File: config.mk
export PLATFORM = sky130hd
export DESIGN_NAME = cpu_control_unit
export DESIGN_NICKNAME = d
export VERILOG_FILES = /design/src/rtl/cpu_control_unit.sv
export SDC_FILE = /design/constraint.sdc
export NUM_CORES = 1
export LEC_CHECK = 0
export BUFFER_PORTS_ARGS = -buffer_cell sky130_fd_sc_hd__buf_4
export CAP_MARGIN = 40
export CORE_MARGIN = 10
export CORE_UTILIZATION = 35
export DETAILED_ROUTE_END_ITERATION = 8
export PLACE_DENSITY = 0.75
export REMOVE_ABC_BUFFERS = 1
export SETUP_SLACK_MARGIN = 0.3
export SYNTH_ARGS = -nofsm -noshare
export SYNTH_HDL_FRONTEND = slang
export SYNTH_SLANG_ARGS = --single-unit
File: constraint.sdc
create_clock -name Clock -period 1.7 [get_ports Clock]
set_clock_uncertainty 0.1 [all_clocks]
set_input_delay 0.34 -clock Clock [delete_from_list [all_inputs] [get_ports Clock]]
set_output_delay 0.34 -clock Clock [all_outputs]
set_load 0.01 [all_outputs]
File: src/rtl/cpu_control_unit.sv
// Control-unit FSM for the 8-bit accumulator CPU: sequences program loading,
// fetch/decode/execute, the IN handshake and halt, driving every datapath strobe.
module cpu_control_unit #(
    parameter int unsigned ADDR_W = 5,
    parameter int unsigned OPC_W  = 3
) (
    input  logic              Clock,
    input  logic              Reset,
    input  logic [OPC_W-1:0]  IR,
    input  logic              Aeq0,
    input  logic              Apos,
    input  logic              Run,
    input  logic              ProgMode,
    input  logic              ByteValid,
    input  logic              Enter,
    output logic              IRload,
    output logic              PCload,
    output logic              JMPmux,
    output logic              Meminst,
    output logic              MemWr,
    output logic              Aload,
    output logic              Sub,
    output logic [1:0]        Asel,
    output logic              Halt,
    output logic              programEn,
    output logic              Addrload,
    output logic              PRload,
    output logic [ADDR_W-1:0] AddrSel,
    output logic [3:0]        State
);

    typedef enum logic [3:0] {
        S_IDLE    = 4'd0,
        S_PWAIT   = 4'd1,
        S_PWRITE  = 4'd2,
        S_FETCH   = 4'd3,
        S_DECODE  = 4'd4,
        S_X_LOAD  = 4'd5,
        S_X_STORE = 4'd6,
        S_X_ADD   = 4'd7,
        S_X_SUB   = 4'd8,
        S_X_IN    = 4'd9,
        S_IN_REL  = 4'd10,
        S_X_JZ    = 4'd11,
        S_X_JPOS  = 4'd12,
        S_HALTED  = 4'd13
    } state_t;

    localparam logic [OPC_W-1:0] OP_LOAD  = OPC_W'(0);
    localparam logic [OPC_W-1:0] OP_STORE = OPC_W'(1);
    localparam logic [OPC_W-1:0] OP_ADD   = OPC_W'(2);
    localparam logic [OPC_W-1:0] OP_SUB   = OPC_W'(3);
    localparam logic [OPC_W-1:0] OP_IN    = OPC_W'(4);
    localparam logic [OPC_W-1:0] OP_JZ    = OPC_W'(5);
    localparam logic [OPC_W-1:0] OP_JPOS  = OPC_W'(6);

    localparam logic [1:0] ASEL_ALU = 2'b00;
    localparam logic [1:0] ASEL_IN  = 2'b01;
    localparam logic [1:0] ASEL_RAM = 2'b10;

    state_t              state, state_next;
    logic [ADDR_W-1:0]   cnt, cnt_next;

    // State and program-load address counter
    always_ff @(posedge Clock or negedge Reset) begin
        if (!Reset) begin
            state <= S_IDLE;
            cnt   <= '0;
        end else begin
            state <= state_next;
            cnt   <= cnt_next;
        end
    end

    assign State = state;

    // Next-state and strobe decode
    always_comb begin
        state_next = state;
        cnt_next   = cnt;
        IRload     = 1'b0;
        PCload     = 1'b0;
        JMPmux     = 1'b0;
        Meminst    = 1'b0;
        MemWr      = 1'b0;
        Aload      = 1'b0;
        Sub        = 1'b0;
        Asel       = ASEL_ALU;
        Halt       = 1'b0;
        programEn  = 1'b0;
        Addrload   = 1'b0;
        PRload     = 1'b0;
        AddrSel    = '0;

        case (state)
            S_IDLE: begin
                if (ProgMode)  state_next = S_PWAIT;
                else if (Run)  state_next = S_FETCH;
            end
            S_PWAIT: begin
                if (!ProgMode) begin
                    state_next = S_IDLE;
                end else if (ByteValid) begin
                    Addrload   = 1'b1;
                    PRload     = 1'b1;
                    AddrSel    = cnt;
                    state_next = S_PWRITE;
                end
            end
            S_PWRITE: begin
                programEn  = 1'b1;
                cnt_next   = cnt + ADDR_W'(1);
                state_next = (cnt == '1) ? S_IDLE : S_PWAIT;
            end
            S_FETCH: begin
                IRload     = 1'b1;
                PCload     = 1'b1;
                state_next = S_DECODE;
            end
            S_DECODE: begin
                Meminst = 1'b1;
                case (IR)
                    OP_LOAD:  state_next = S_X_LOAD;
                    OP_STORE: state_next = S_X_STORE;
                    OP_ADD:   state_next = S_X_ADD;
                    OP_SUB:   state_next = S_X_SUB;
                    OP_IN:    state_next = S_X_IN;
                    OP_JZ:    state_next = S_X_JZ;
                    OP_JPOS:  state_next = S_X_JPOS;
                    default:  state_next = S_HALTED;
                endcase
            end
            S_X_LOAD: begin
                Meminst    = 1'b1;
                Asel       = ASEL_RAM;
                Aload      = 1'b1;
                state_next = S_FETCH;
            end
            S_X_STORE: begin
                Meminst    = 1'b1;
                MemWr      = 1'b1;
                state_next = S_FETCH;
            end
            S_X_ADD, S_X_SUB: begin
                Meminst    = 1'b1;
                Asel       = ASEL_ALU;
                Sub        = (state == S_X_SUB);
                Aload      = 1'b1;
                state_next = S_FETCH;
            end
            S_X_IN: begin
                if (Enter) begin
                    Asel       = ASEL_IN;
                    Aload      = 1'b1;
                    state_next = S_IN_REL;
                end
            end
            // A held Enter must drop before the next instruction can consume it
            S_IN_REL: begin
                if (!Enter) state_next = S_FETCH;
            end
            S_X_JZ: begin
                Meminst    = 1'b1;
                JMPmux     = 1'b1;
                PCload     = Aeq0;
                state_next = S_FETCH;
            end
            S_X_JPOS: begin
                Meminst    = 1'b1;
                JMPmux     = 1'b1;
                PCload     = Apos;
                state_next = S_FETCH;
            end
            S_HALTED: begin
                Halt = 1'b1;
            end
            default: state_next = S_IDLE;
        endcase
    end

endmodule

After elaboration in Yosys (flattened, before gate mapping)

Cells that the tools add are included.

Flip-flop bits (word level): 9
Input port bits: 11
Logic and storage cells: 63

$add $sub $neg: 1
Equality and inequality tests: 24
Mux-type cells: 27
Bitwise logic cells: 1
Reductions and logical operators: 8

Operator list:

| cell                                                                   | count |
|---|---|
| 4-bit case mux with 9 select lines                                     | 1 |
| 4-bit case mux with 7 select lines                                     | 1 |
| 4-bit equality test (second input constant)                            | 6 |
| 4-bit 2-to-1 mux                                                       | 6 |
| 4-bit by 3-bit equality test with 1-bit output (second input constant) | 4 |
| 5-bit 2-to-1 mux                                                       | 3 |
| 1-bit 2-to-1 mux                                                       | 13 |
| 3-bit equality test (second input constant)                            | 3 |
| 4-bit by 2-bit equality test with 1-bit output (second input constant) | 2 |
| 7-bit OR reduction                                                     | 1 |
| 3-bit by 2-bit equality test with 1-bit output (second input constant) | 2 |
| 3-bit inequality test (second input constant)                          | 2 |
| 6-bit OR reduction                                                     | 1 |
| 5-bit by 1-bit adder with 5-bit output (second input constant)         | 1 |
| 5-bit equality test (second input constant)                            | 1 |
| 5-bit AND reduction                                                    | 1 |
| 4-bit by 1-bit equality test with 1-bit output (second input constant) | 1 |
| 4-bit logical NOT                                                      | 1 |
| 2-bit inequality test (second input constant)                          | 2 |
| 2-bit case mux with 2 select lines                                     | 1 |
| 2-bit OR reduction                                                     | 2 |
| 3-bit by 1-bit equality test with 1-bit output (second input constant) | 1 |
| 3-bit logical NOT                                                      | 1 |
| 1-bit case mux with 3 select lines                                     | 1 |
| 3 further kinds                                                        | 3 |

Longest topological paths before layout

Depth after elaboration: 3
Depth in mapped cells: 6
Mapped depth without buffers: 6

Worst setup path before layout

Ideal clock, no wire load.

Path type: reg-to-output
From: register state[3] (netlist: State[3])
To: output AddrSel[0]
Arrival time: 1,611 ps
Required time: 1,260 ps
Path slack: -351 ps
Cell stages (with the launch flop): 6
Path buffers: 2
Cells stage by stage: dfrtp_1 -> buf_6 -> or2_1 -> buf_6 -> nor3_1 -> and2_1

Longest elaborated chain between the ends: 2

Ends and longest elaborated chain:

| item                                           | line | text |
|---|---|---|
| start: declaration                             | 61   | `state_t state, state_next;` |
| start signal: assignment                       | 70   | `state <= state_next;` |
| 4-bit by 1-bit equality test with 1-bit output | 95   | `case (state)` |
| 5-bit 2-to-1 mux                               | 95   |  |
| end: declaration                               | 28   | `output logic [ADDR_W-1:0] AddrSel,` |

No other way between the ends.

Final worst setup path

From: register state[2] (netlist: State[2])
To: output Aload

Longest elaborated chain between the ends: 3
Elaborated cells between the ends (all ways): 6
Those cells by class: eq/ne: 4; mux: 1; reduce/logical: 1

Ends and longest elaborated chain:

| item                                                                                         | line | text |
|---|---|---|
| 4-bit equality test / 4-bit by 3-bit equality test with 1-bit output (equally long branches) | 95   |  |
| 3-bit OR reduction (no line)                                                                 | -    |  |
| 1-bit case mux with 2 select lines *                                                         | 95   |  |
| end: declaration                                                                             | 21   | `output logic Aload,` |

Mark *: on every way between the ends. The rest lies on a longest branch, timed or not.

==> summary.md <==
| Metric | Value |
|---|---|
| Synthesis Warnings | `0` |
| Vias | `1049` |
| Finished Core Util | `between 80% and 90%` |
| Syn Std Cell Area | `767 µm²` |
| Die Ht | `66.8 µm` |
| Run status | `finished with violations` |
| Crit path largest cell delay | `0.39 ns` |
| Die width | `about 67 µm` |
| Crit Path Class | `reg -> out` |
| Port bufs | `32` |
| Crit path time final | `approximately 1.9 ns` |
| Vias in the first global route | `1047` |
| Post-synth EDFFs | `0` |
| Clk buf depth | `2` |
| H-tree levels | `1` |
| Clk slew on worst S/H paths | `0.06 ns` |
| P_sw | `1.28 mW` |
| Placer congestion estimate | `0.847` |
| Synthesized flop and latch total | `9` |
| Req. time, crit path | `roughly 1.3 ns` |
| Pwr per Cell Area | `~1900 nW/µm²` |
| Async SR Flop Fraction | `100%` |
| Total Wirelength | `between 3 and 4 mm` |
| Top FF cell, synth | `dfrtp_1` |
| Core Area | `between 2000 and 2500 µm²` |
| Final hold vios | `0` |
| Post-DP HPWL | `about 1.9 mm` |
| Diodes inserted | `0` |
| Slowest stage cell, crit path | `dfrtp_1` |
| Flop pwr share | `between 10 and 15%` |
| Row count | `16` |
| Setup Viol. Count Final | `19` |
| Remaining routing DRC violations | `0` |
| Finished Layout Cells | `approximately 190` |
| Register area share after synthesis | `a little under 30%` |
| Leak pwr | `about 0.77 nW` |
| Tcrit/Tclk final | `112%` |
| Die ar. | `~4500 µm²` |
| Antenna-violating nets left | `0` |
| Crit path launch type | `flop` |
| XOR/XNOR Fraction of Synth Area | `around 3.4%` |
| Worst Path Max Fanout | `3` |
| Slew Viols, Final | `0` |
| Syn_area_per_cell | `8.07 µm²` |
| Slew HR | `between 80 and 90%` |
| Largest net degree at the start of global routing | `10` |
| Root Buffer | `clkbuf_4` |
| Worst Hold Class | `in -> async` |
| Min Hold Slack | `~0.35 ns` |
| Post-DR wirelength/cell | `around 19 µm` |
| IO Pins | `33` |
| Setup ws final | `-0.201 ns` |
| Gr ovfl total | `0` |
| Largest family of logic cells by synthesized area | `simple AND/OR/NAND/NOR gates` |
| Worst path cell trace | `buf_6, or2b_4, o32ai_2, buf_4` |
| TritonCTS clock tree | `done` |
| Worst path bufs/invs | `2` |
| Most frequent cells in the layout | `32 x buf_4, 32 x buf_6, 8 x dfrtp_1` |
| CP arrival | `about 1.5 ns` |
| Setup crit end kind | `output pin` |
| Internal power | `approximately 1.8 mW` |
| Cells after Synth | `95` |
| Worst-Skew Late Latency | `~0.25 ns` |
| Synth unique cells | `40` |
| All-layer global routing usage | `13.3%` |
| Area grow syn2layout | `112%` |
| Vias per Instance | `about 5.6` |
| First-pass GRT wire length | `around 4.8 mm` |
| Clk pwr share | `approximately 5.1%` |
| Placed insts | `between 150 and 200` |
| Failing checks | `setup timing` |
| RSZ-0062 raised after global routing | `true` |
| Share of cells above drive strength 1 | `67.9%` |
| Cell family with most CP delay | `flip-flops` |
| Post-synthesis mux area share | `~4.4%` |
| Simple-Gate Fraction of Synth Area | `30.3%` |
| Maximum clock rate | `around 0.53 GHz` |
| CTS Buf Count | `3` |
| Total power | `roughly 3 mW` |
| Final net count | `176` |
| Comb power frac | `around 80%` |
| Starting Density | `approximately 38%` |
| Adder-Cell Fraction of Synth Area | `between 3 and 4%` |
| Sw Ratio | `42.1%` |
| Initial antenna violation count | `0` |
| Initial DRC Count | `69` |
| Worst-Margin Slew | `around 0.26 ns` |
| Peak VDD IR | `roughly 0.0011 V` |
| Synth Area in Compound Gates | `about a fifth` |
| Sink Count | `9` |
| DRT Pass-1 Iters | `4` |
| Number of max-cap violations | `0` |
[power groups by stage]
stage / registers (mW) / clock network, mW / logic [mW]
after floorplan: 0.477 / 0 / 0.567
after global placement: 0.404 / 0 / 1.21
after detailed placement: 0.413 / 0 / 1.23
after CTS: 0.415 / 0.163 / 2.01
after global routing: 0.440 / 0.178 / 2.59
final: 0.427 / 0.154 / 2.46
[through the flow]
stage	TNS, ns	worst slack (ns)	instance area (µm²)
after floorplan	-2.88	-0.486	717
after detailed placement	-0.0272	-0.0272	1080
after global placement	0	0.0551	1080
after global routing	-3.75	-0.261	1630
final	-2.24	-0.201	1630
after CTS	-2.00	-0.177	1460
[worst paths after layout]
| kind | slack (ns) | cells past startpoint | to | startpoint |
|---|---|---|---|---|
| max reg2reg | -0.15 | 7 | State[0] | State[3] |
| max | -0.20 | 4 | Aload | State[2] |
| max in group asynchronous | 1.00 | 2 | State[0] | Reset |
| min reg2reg | 0.40 | 1 | cnt[3] | cnt[3] |
| min | 0.35 | 2 | State[3] | Reset |
| min in group Clock | 0.40 | 1 | cnt[3] | cnt[3] |
[state kept, by name (all words and copies together) (netlist names)]
name,count
State,4
cnt,5
[cells in the mapped netlist, types with 2 or more instances]
cell type	instances	share of area, %
and2_1	5	4.1
a21oi_1	4	2.6
o211ai_1	2	2.0
xnor2_1	2	2.3
dfrtp_1	9	29
o22ai_1	2	1.6
nand4_1	2	1.6
nor2_1	12	5.9
nor3_1	4	2.6
nand2b_1	2	1.6
o32ai_1	2	2.3
nand2_1	9	4.4
o21ai_0	3	2.0
buf_6	2	2.9
inv_1	4	2.0
ha_1	2	3.3
buf_4	3	2.9
nor3b_1	2	2.0
mux2_2	3	4.4
[cell type report]
| type | instances | area, µm² |
|---|---|---|
| Clock buffer | 4 | 26.3 |
| Tap cell | 27 | 33.8 |
| Timing Repair Buffer | 69 | 681 |
| Inverter | 5 | 23.8 |
| Fill cell | 126 | 393 |
| Multi-Input combinational cell | 75 | 638 |
| Sequential cell | 9 | 226 |
[layer usage]
metal	routed length (µm)	GRT usage, %	share of wire (%)	vias up
met2	1710	23.5	49	71
li1	-	-	-	473
met3	368	4.52	10	13
met4	106	6.28	3.0	0
met5	0	0	0	-
met1	1330	13.6	38	492
[what timing repair did]
action / in CTS / in global routing
resized for setup: 49 / 34
endpoints found under the setup margin: 29 / 31
buffers inserted: 19 / 7
pin swaps: 12 / 9
hold endpoints to repair: 9 / 0
cloned: 0 / 0
hold buffers: 1 / 0
[logic make-up (layout without fill, tap and decap cells)]
group / after synthesis / count (layout)
flops: 9 / 9
buf+inv: 11 / 78
mux: 3 / 3
xor+xnor: 3 / 3
fa+ha+maj: 2 / 2
compound gates: 22 / 22
simple gates: 45 / 45
Note: power is estimated with default switching activity, not from simulation.
